## src/rtl/tcp_tx_pkg.sv

```systemverilog
// Shared types and constants for the SiTCP transmit framer.
// Header length depends on the optional TCP_TX_FRAMER_SEQ_EN build macro.
package tcp_tx_pkg;

    typedef enum logic [1:0] {
        StIdle,
        StHdr,
        StPayload
    } state_e;

    localparam logic [7:0] MAGIC0 = 8'hA5;
    localparam logic [7:0] MAGIC1 = 8'h5A;

`ifdef TCP_TX_FRAMER_SEQ_EN
    localparam int unsigned HDR_LEN = 8;
`else
    localparam int unsigned HDR_LEN = 4;
`endif

endpackage

```

## src/rtl/tcp_tx_byte_ser.sv

```systemverilog
// 32-to-8 big-endian serializer with full-gated byte issue and registered byte outputs.
// Header bytes from the FSM share the same issue path as payload bytes.
module tcp_tx_byte_ser (
    input  logic        clk,
    input  logic        rst,
    input  logic        flush,
    input  logic        hdr_vld,
    input  logic [7:0]  hdr_byte,
    input  logic        load_ok,
    input  logic        in_valid,
    input  logic [31:0] in_data,
    input  logic        tcp_tx_full,
    output logic        in_ready,
    output logic        accept,
    output logic        issue,
    output logic        last_byte,
    output logic        tcp_tx_wr,
    output logic [7:0]  tcp_txd
);

    logic [31:0] shift_q, shift_d;
    logic [2:0]  bytes_left_q, bytes_left_d;
    logic        wr_q, wr_d;
    logic [7:0]  txd_q, txd_d;
    logic        have_byte;
    logic [7:0]  out_byte;

    always_comb begin
        have_byte = (bytes_left_q != 3'd0);
        in_ready  = load_ok && !flush &&
                    ((bytes_left_q == 3'd0) || ((bytes_left_q == 3'd1) && !tcp_tx_full));
        accept    = in_valid && in_ready;
        // A word accepted into an empty register issues its MSB in the same cycle.
        issue     = !tcp_tx_full && !flush && (hdr_vld || have_byte || accept);
        last_byte = issue && (bytes_left_q == 3'd1);

        if (hdr_vld) begin
            out_byte = hdr_byte;
        end else if (have_byte) begin
            out_byte = shift_q[31:24];
        end else begin
            out_byte = in_data[31:24];
        end

        wr_d  = issue;
        txd_d = issue ? out_byte : txd_q;

        shift_d      = shift_q;
        bytes_left_d = bytes_left_q;
        if (flush) begin
            shift_d      = '0;
            bytes_left_d = '0;
        end else if (accept) begin
            if (!have_byte && !tcp_tx_full) begin
                shift_d      = {in_data[23:0], 8'h00};
                bytes_left_d = 3'd3;
            end else begin
                shift_d      = in_data;
                bytes_left_d = 3'd4;
            end
        end else if (issue && have_byte) begin
            shift_d      = {shift_q[23:0], 8'h00};
            bytes_left_d = bytes_left_q - 3'd1;
        end
    end

    always_ff @(posedge clk or posedge rst) begin
        if (rst) begin
            shift_q      <= '0;
            bytes_left_q <= '0;
            wr_q         <= 1'b0;
            txd_q        <= 8'h00;
        end else begin
            shift_q      <= shift_d;
            bytes_left_q <= bytes_left_d;
            wr_q         <= wr_d;
            txd_q        <= txd_d;
        end
    end

    assign tcp_tx_wr = wr_q;
    assign tcp_txd   = txd_q;

endmodule

```

## src/rtl/tcp_tx_framer.sv

```systemverilog
// Frames a 32-bit word stream into SiTCP TX bytes: magic, length, payload.
// Define TCP_TX_FRAMER_SEQ_EN to append a 32-bit frame sequence number to the header.
module tcp_tx_framer
    import tcp_tx_pkg::*;
#(
    parameter int unsigned FRAME_WORDS = 64
) (
    input  logic        clk,
    input  logic        rst,
    input  logic        enable,
    input  logic        in_valid,
    input  logic [31:0] in_data,
    output logic        in_ready,
    input  logic        tcp_open_ack,
    input  logic        tcp_tx_full,
    output logic        tcp_tx_wr,
    output logic [7:0]  tcp_txd,
    output logic [31:0] frame_cnt,
    output logic [15:0] abort_cnt
);

    localparam logic [15:0] FrameLen = 16'(FRAME_WORDS);
    localparam logic [2:0]  HdrLast  = 3'(HDR_LEN - 1);

    state_e      state_q, state_d;
    logic [2:0]  hdr_idx_q, hdr_idx_d;
    logic [15:0] words_sent_q, words_sent_d;
    logic [31:0] frame_cnt_q, frame_cnt_d;
    logic [15:0] abort_cnt_q, abort_cnt_d;
`ifdef TCP_TX_FRAMER_SEQ_EN
    logic [31:0] seq_q, seq_d;
`endif

    logic       flush, hdr_vld, load_ok;
    logic       accept, issue, last_byte, done;
    logic [7:0] hdr_byte;

    always_comb begin
        flush   = (state_q != StIdle) && !tcp_open_ack;
        hdr_vld = (state_q == StHdr);
        load_ok = (state_q == StPayload) && (words_sent_q < FrameLen);
        done    = (state_q == StPayload) && last_byte && (words_sent_q == FrameLen);
    end

    always_comb begin
        case (hdr_idx_q)
            3'd0:    hdr_byte = MAGIC0;
            3'd1:    hdr_byte = MAGIC1;
            3'd2:    hdr_byte = FrameLen[15:8];
            3'd3:    hdr_byte = FrameLen[7:0];
`ifdef TCP_TX_FRAMER_SEQ_EN
            3'd4:    hdr_byte = seq_q[31:24];
            3'd5:    hdr_byte = seq_q[23:16];
            3'd6:    hdr_byte = seq_q[15:8];
            3'd7:    hdr_byte = seq_q[7:0];
`endif
            default: hdr_byte = 8'h00;
        endcase
    end

    tcp_tx_byte_ser u_byte_ser (
        .clk         (clk),
        .rst         (rst),
        .flush       (flush),
        .hdr_vld     (hdr_vld),
        .hdr_byte    (hdr_byte),
        .load_ok     (load_ok),
        .in_valid    (in_valid),
        .in_data     (in_data),
        .tcp_tx_full (tcp_tx_full),
        .in_ready    (in_ready),
        .accept      (accept),
        .issue       (issue),
        .last_byte   (last_byte),
        .tcp_tx_wr   (tcp_tx_wr),
        .tcp_txd     (tcp_txd)
    );

    always_comb begin
        state_d      = state_q;
        hdr_idx_d    = hdr_idx_q;
        words_sent_d = words_sent_q;
        frame_cnt_d  = frame_cnt_q;
        abort_cnt_d  = abort_cnt_q;
`ifdef TCP_TX_FRAMER_SEQ_EN
        seq_d        = seq_q;
`endif
        unique case (state_q)
            StIdle: begin
                if (enable && tcp_open_ack && in_valid) begin
                    state_d      = StHdr;
                    hdr_idx_d    = 3'd0;
                    words_sent_d = 16'd0;
                end
            end
            StHdr, StPayload: begin
                // A dropped connection wins over a completing last byte.
                if (flush) begin
                    state_d = StIdle;
                    if (abort_cnt_q != 16'hFFFF) abort_cnt_d = abort_cnt_q + 16'd1;
`ifdef TCP_TX_FRAMER_SEQ_EN
                    seq_d = seq_q + 32'd1;
`endif
                end else if (state_q == StHdr) begin
                    if (issue) begin
                        if (hdr_idx_q == HdrLast) state_d = StPayload;
                        else hdr_idx_d = hdr_idx_q + 3'd1;
                    end
                end else begin
                    if (accept) words_sent_d = words_sent_q + 16'd1;
                    if (done) begin
                        state_d     = StIdle;
                        frame_cnt_d = frame_cnt_q + 32'd1;
`ifdef TCP_TX_FRAMER_SEQ_EN
                        seq_d = seq_q + 32'd1;
`endif
                    end
                end
            end
            default: state_d = StIdle;
        endcase
    end

    always_ff @(posedge clk or posedge rst) begin
        if (rst) begin
            state_q      <= StIdle;
            hdr_idx_q    <= 3'd0;
            words_sent_q <= 16'd0;
            frame_cnt_q  <= 32'd0;
            abort_cnt_q  <= 16'd0;
`ifdef TCP_TX_FRAMER_SEQ_EN
            seq_q        <= 32'd0;
`endif
        end else begin
            state_q      <= state_d;
            hdr_idx_q    <= hdr_idx_d;
            words_sent_q <= words_sent_d;
            frame_cnt_q  <= frame_cnt_d;
            abort_cnt_q  <= abort_cnt_d;
`ifdef TCP_TX_FRAMER_SEQ_EN
            seq_q        <= seq_d;
`endif
        end
    end

    assign frame_cnt = frame_cnt_q;
    assign abort_cnt = abort_cnt_q;

endmodule

```

## config.mk

```make
export PLATFORM = sky130hd
export DESIGN_NAME = tcp_tx_framer
export DESIGN_NICKNAME = d
export VERILOG_FILES = /design/src/rtl/tcp_tx_pkg.sv /design/src/rtl/tcp_tx_byte_ser.sv /design/src/rtl/tcp_tx_framer.sv
export SDC_FILE = /design/constraint.sdc
export NUM_CORES = 1
export LEC_CHECK = 0
export ABC_AREA = 1
export BUFFER_PORTS_ARGS = -buffer_cell sky130_fd_sc_hd__buf_2
export CORE_MARGIN = 8
export CORE_UTILIZATION = 30
export CTS_CLUSTER_SIZE = 30
export DETAILED_ROUTE_END_ITERATION = 6
export GPL_TIMING_DRIVEN = 0
export PLACE_DENSITY = 0.57
export SYNTH_ARGS = -nofsm -noshare
export SYNTH_HDL_FRONTEND = slang
export SYNTH_SLANG_ARGS = --single-unit
```

## constraint.sdc

```tcl
create_clock -name clk -period 4.05 [get_ports clk]
set_input_delay 0.81 -clock clk [delete_from_list [all_inputs] [get_ports clk]]
set_output_delay 0.81 -clock clk [all_outputs]
set_load 0.01 [all_outputs]
```

# Yosys cells after proc, flatten, opt, wreduce, memory -nomap -nowiden
# Index checks and enable logic that the tools add are counted.
# totals
regBits	113
latchBits	0
ram_bits	0
mem_bits_ro	0
out_inout_bits	58
word_cells	98
memories	0
# op_classes
addsub	5
mul	0
div	0
magnitude_cmp	1
eq_ne	17
shifts	0
mux	29
bitwise_logic	2
reduce_logical	35
# ops
operator	n
32-bit two-way mux	4
16-bit two-way mux	4
16-bit by 1-bit adder with 16-bit output, second input constant	2
32-bit by 1-bit adder with 32-bit output, second input constant	1
16-bit case mux with 2 select lines	1
3-bit two-way mux	9
8-bit case mux with 3 select lines	1
16-bit by 7-bit == test with 1-bit output, second input constant	1
16-bit by 7-bit < comparator with 1-bit output, second input constant	1
8-bit two-way mux	2
16-bit inequality test, second input constant	1
1-bit logical AND	15
2-bit two-way mux	6
2-bit inequality test, second input constant	5
4-bit by 3-bit inequality test with 1-bit output, second input constant	2
4-bit AND reduction	2
3-bit by 1-bit == test with 1-bit output, second input constant	2
3-bit logical NOT	2
3-bit case mux with 2 select lines	1
6-bit AND reduction	1
3-bit nonzero test	2
5-bit AND reduction	1
1-bit logical NOT	4
2-bit by 1-bit inequality test with 1-bit output, second input constant	2
13 further kinds	17

# Longest topological paths before layout
# depth
word_depth	15
mapped_depth	12
mapped_depth_nobuf	11

# Cells and area by module
# Synthesis repeated with hierarchy kept, for this count alone.
# unflattened
cells_unflattened	1129
area_unflattened_um2	7433.4
# by_module_without_submodules
module	instances	cells_each	area_per_inst_um2	seq_area_each_um2
tcp_tx_framer	1	718	4725.8	1726.7
tcp_tx_byte_ser	1	411	2707.6	1101.1

# Worst setup path before layout
# OpenSTA, ideal clock, no wires.
# synth_timing
path_type	input-to-output
from	in tcp_tx_full
to	out in_ready
t_arrival_ns	1.258
t_required_ns	3.240
path_slack_ns	1.982
cell_stages	4
n_path_buf	0
cell_sequence	inv_2 > nand3_1 > nand2_1 > and3_1
# synth_between
elab_chain_cells	4
# synth_rtl
item	line	rtl
from (decl)	tcp_tx_framer.sv:15	input logic tcp_tx_full,
1-bit logical NOT	tcp_tx_byte_ser.sv:31	((bytes_left_q == 3'd0) || ((bytes_left_q == 3'd1) && !tcp_tx_full));
1-bit logical AND	tcp_tx_byte_ser.sv:31	
1-bit logical OR	tcp_tx_byte_ser.sv:31	
1-bit logical AND	tcp_tx_byte_ser.sv:30	in_ready = load_ok && !flush &&
to (decl)	tcp_tx_framer.sv:13	output logic in_ready,
# No other way between the ends.

# Worst setup path after layout
# layout_timing
from	reg state_q[0]
to	out in_ready
# layout_between
elab_chain_cells	5
# layout_rtl
item	line	rtl
from (decl)	tcp_tx_framer.sv:25	state_e state_q, state_d;
from (signal assigned)	tcp_tx_framer.sv:126	state_q <= StIdle;
from (signal assigned)	tcp_tx_framer.sv:135	state_q <= state_d;
2-bit nonzero test	tcp_tx_framer.sv:39	flush = (state_q != StIdle) && !tcp_open_ack;
1-bit logical AND	tcp_tx_framer.sv:39	
1-bit logical NOT	tcp_tx_byte_ser.sv:30	
1-bit logical AND (*) (2 in series)	tcp_tx_byte_ser.sv:30	
# Every way passes the cells marked *; elsewhere a longest branch is shown, timed or not.

==> metrics <==
detailed-route via count=5,801; worst-skew pair later-pin latency=0.41 ns; site row count=53; post-synthesis register bit count=113; diodes inserted=0; Post-synth ARST share=1.00; CTS tree=yes; combinational share of power=0.316; Final Hold Slack=0.428 ns; vias in the first global route=5,696; Worst VDD drop=0.257 mV; H-tree Lvls=4; TritonRoute pass-1 iters=5; Critical Path RT=3.24 ns; Core ar.=20,800 um2; Cells after Synth=832; io pins=96; CTS Sinks=113; crit end category=primary output; Slew headroom=0.662; status=finished clean; cts hold-fix bufs=0; number of enable flip-flop cells after synthesis=0; worst min path class=in -> async; Fmax=379 MHz; CTS root buf=clkbuf_16; min cycle time layout=2.64 ns; antenna violations before repair=2; pwr dens=571 nW/um2; final hold violation count=0; Layout area overhead=23.6%; Worst Setup SP=state_q[0]; most common cell after layout, fill and taps aside=nand2_1; RSZ-0062 raised after global routing=no; Final Max Tran Viols=0; WL per Instance=13.9 um; FF-to-FF setup slack=1.74 ns; Die Height=161 um; gpl congestion=0.839; Worst Clk Skew=0.00977 ns; post-synthesis sequential area ratio=0.448; DRC Markers=0; CTS resizes=0; most frequent cells in the layout=nand2_1, dfrtp_1, buf_2; Layout Nets=1,000; HPWL after DPL=12,600 um; post-synthesis average cell area=7.58 um2; leakage=3.93 nW; largest net degree at the start of global routing=65; Initial DRC Count=354; initial core utilization=0.303; Synth Cell Area=6310 um2; slew at the pin closest to its max-slew limit=0.505 ns; Max clock buf depth=2; RR Startpoint=state_q[0]; R2R depth=9; sequential share of power=0.321; top_reg_cell synth=dfrtp_1; CTS buffer count=17; max-capacitance violation count=0; clock share of power=0.363; CP Max Fanout=8; global-route wire length before repair=28,500 um; # port buffers=95; switching pwr=0.00163 W; setup ws final=1.41 ns; r2r endpoint=abort_cnt[6]; grt ovf=0; die area=25,900 um2; Die Wd=161 um; yosys warns=0; critical path type=reg -> out; type of origin of the critical path=flop; final wirelength=17,100 um; pre-CTS WS=1.62 ns; Setup Buffers After CTS=0; final worst path period share=0.651; fraction of layout cells with a size suffix above 1=0.185; Netlist cell types=37; switch share=0.367; Total Routing Usage GR=0.134; CP arrival=1.83 ns; final setup vio count=0; via-per-instance ratio=4.70; CTS clock-pin slew for the worst setup and hold paths=0.06 ns; Antenna Violating Nets Remaining=0; Internal=0.00281 W; Syn Nets=885
state kept, by name (all words and copies together) (netlist names):
register	count
abort_cnt	16
frame_cnt	32
hdr_idx_q	3
state_q	2
u_byte_ser.bytes_left_q	3
u_byte_ser.shift_q	32
u_byte_ser.tcp_tx_wr	1
u_byte_ser.tcp_txd	8
words_sent_q	16
critical path, cell delays in order (launching register included):
cell     delay, ns
dfrtp_1       0.40
inv_1         0.08
ha_1          0.27
nor2_4        0.26
nor2_4        0.08
and3_1        0.19
buf_2         0.14
layer usage:
metal  vias up  global-route usage  wire [um]
li1       2898                   -          -
met1      2752               0.171       7990
met2       124               0.209       7760
met3        23              0.0468       1130
met4         4              0.0434        220
met5         -                   0         22
final cells by class:
type | instances | area (um2)
multi-input combinational | 604 | 2990
inverter | 91 | 347
clock buffer | 17 | 425
buffer | 24 | 145
sequential | 113 | 2830
clock inverter | 15 | 209
tap | 275 | 344
fill | 2174 | 13000
timing repair buffer | 96 | 503
metrics by stage:
step,std cells,total power (W),util,TNS [ns],cell area [um2]
6_report,1235,0.00445,0.374,0,7790
5_1_grt,1235,0.00474,0.374,0,7790
4_1_cts,1235,0.00449,0.374,0,7790
3_5_place_dp,1203,0.00286,0.344,0,7160
3_3_place_gp,1202,0.00284,0.342,-161.56,7130
2_1_floorplan,832,0.00243,-,0,6310
power by group through the flow:
| stage | logic (W) | clock network, W | registers (W) |
|---|---|---|---|
| global placement | 0.00139 | 0 | 0.00145 |
| floorplan | 0.000974 | 0 | 0.00146 |
| CTS | 0.00142 | 0.00165 | 0.00143 |
| finish | 0.00141 | 0.00161 | 0.00143 |
| detailed placement | 0.00141 | 0 | 0.00145 |
| global route | 0.00159 | 0.00170 | 0.00145 |
cell usage after synthesis, drive strengths merged, types with 9 or more instances:
| master | n | area (um2) |
|---|---|---|
| a21oi | 11 | 58.8 |
| buf | 23 | 141 |
| dfrtp | 113 | 2830 |
| ha | 15 | 188 |
| inv | 91 | 342 |
| nand2 | 290 | 1090 |
| nand3 | 82 | 415 |
| nand4 | 16 | 115 |
| nor2 | 75 | 334 |
| nor3 | 16 | 96.4 |
| o21ai | 42 | 210 |
| xnor2 | 9 | 78.8 |
cell families after synthesis:
kind of cell               after synthesis  synth area share
AOI/OAI and AO/OA                       75            0.0716
xor gates and xnor gates                17            0.0236
adders and majority gates               15            0.0298
buffers and inverters                  115            0.0772
DFF                                    113             0.448
and+or+nand+nor                        497             0.350
worst max-delay path by stage:
stage	to	slack [ns]
6_report	in_ready	1.41
5_1_grt	in_ready	1.29
4_1_cts	in_ready	1.38
3_5_place_dp	abort_cnt[2]	1.62
3_3_place_gp	u_byte_ser.shift_q[0]	-1.44
2_1_floorplan	abort_cnt[0]	0.25
Power figures use the tool's default switching activity.
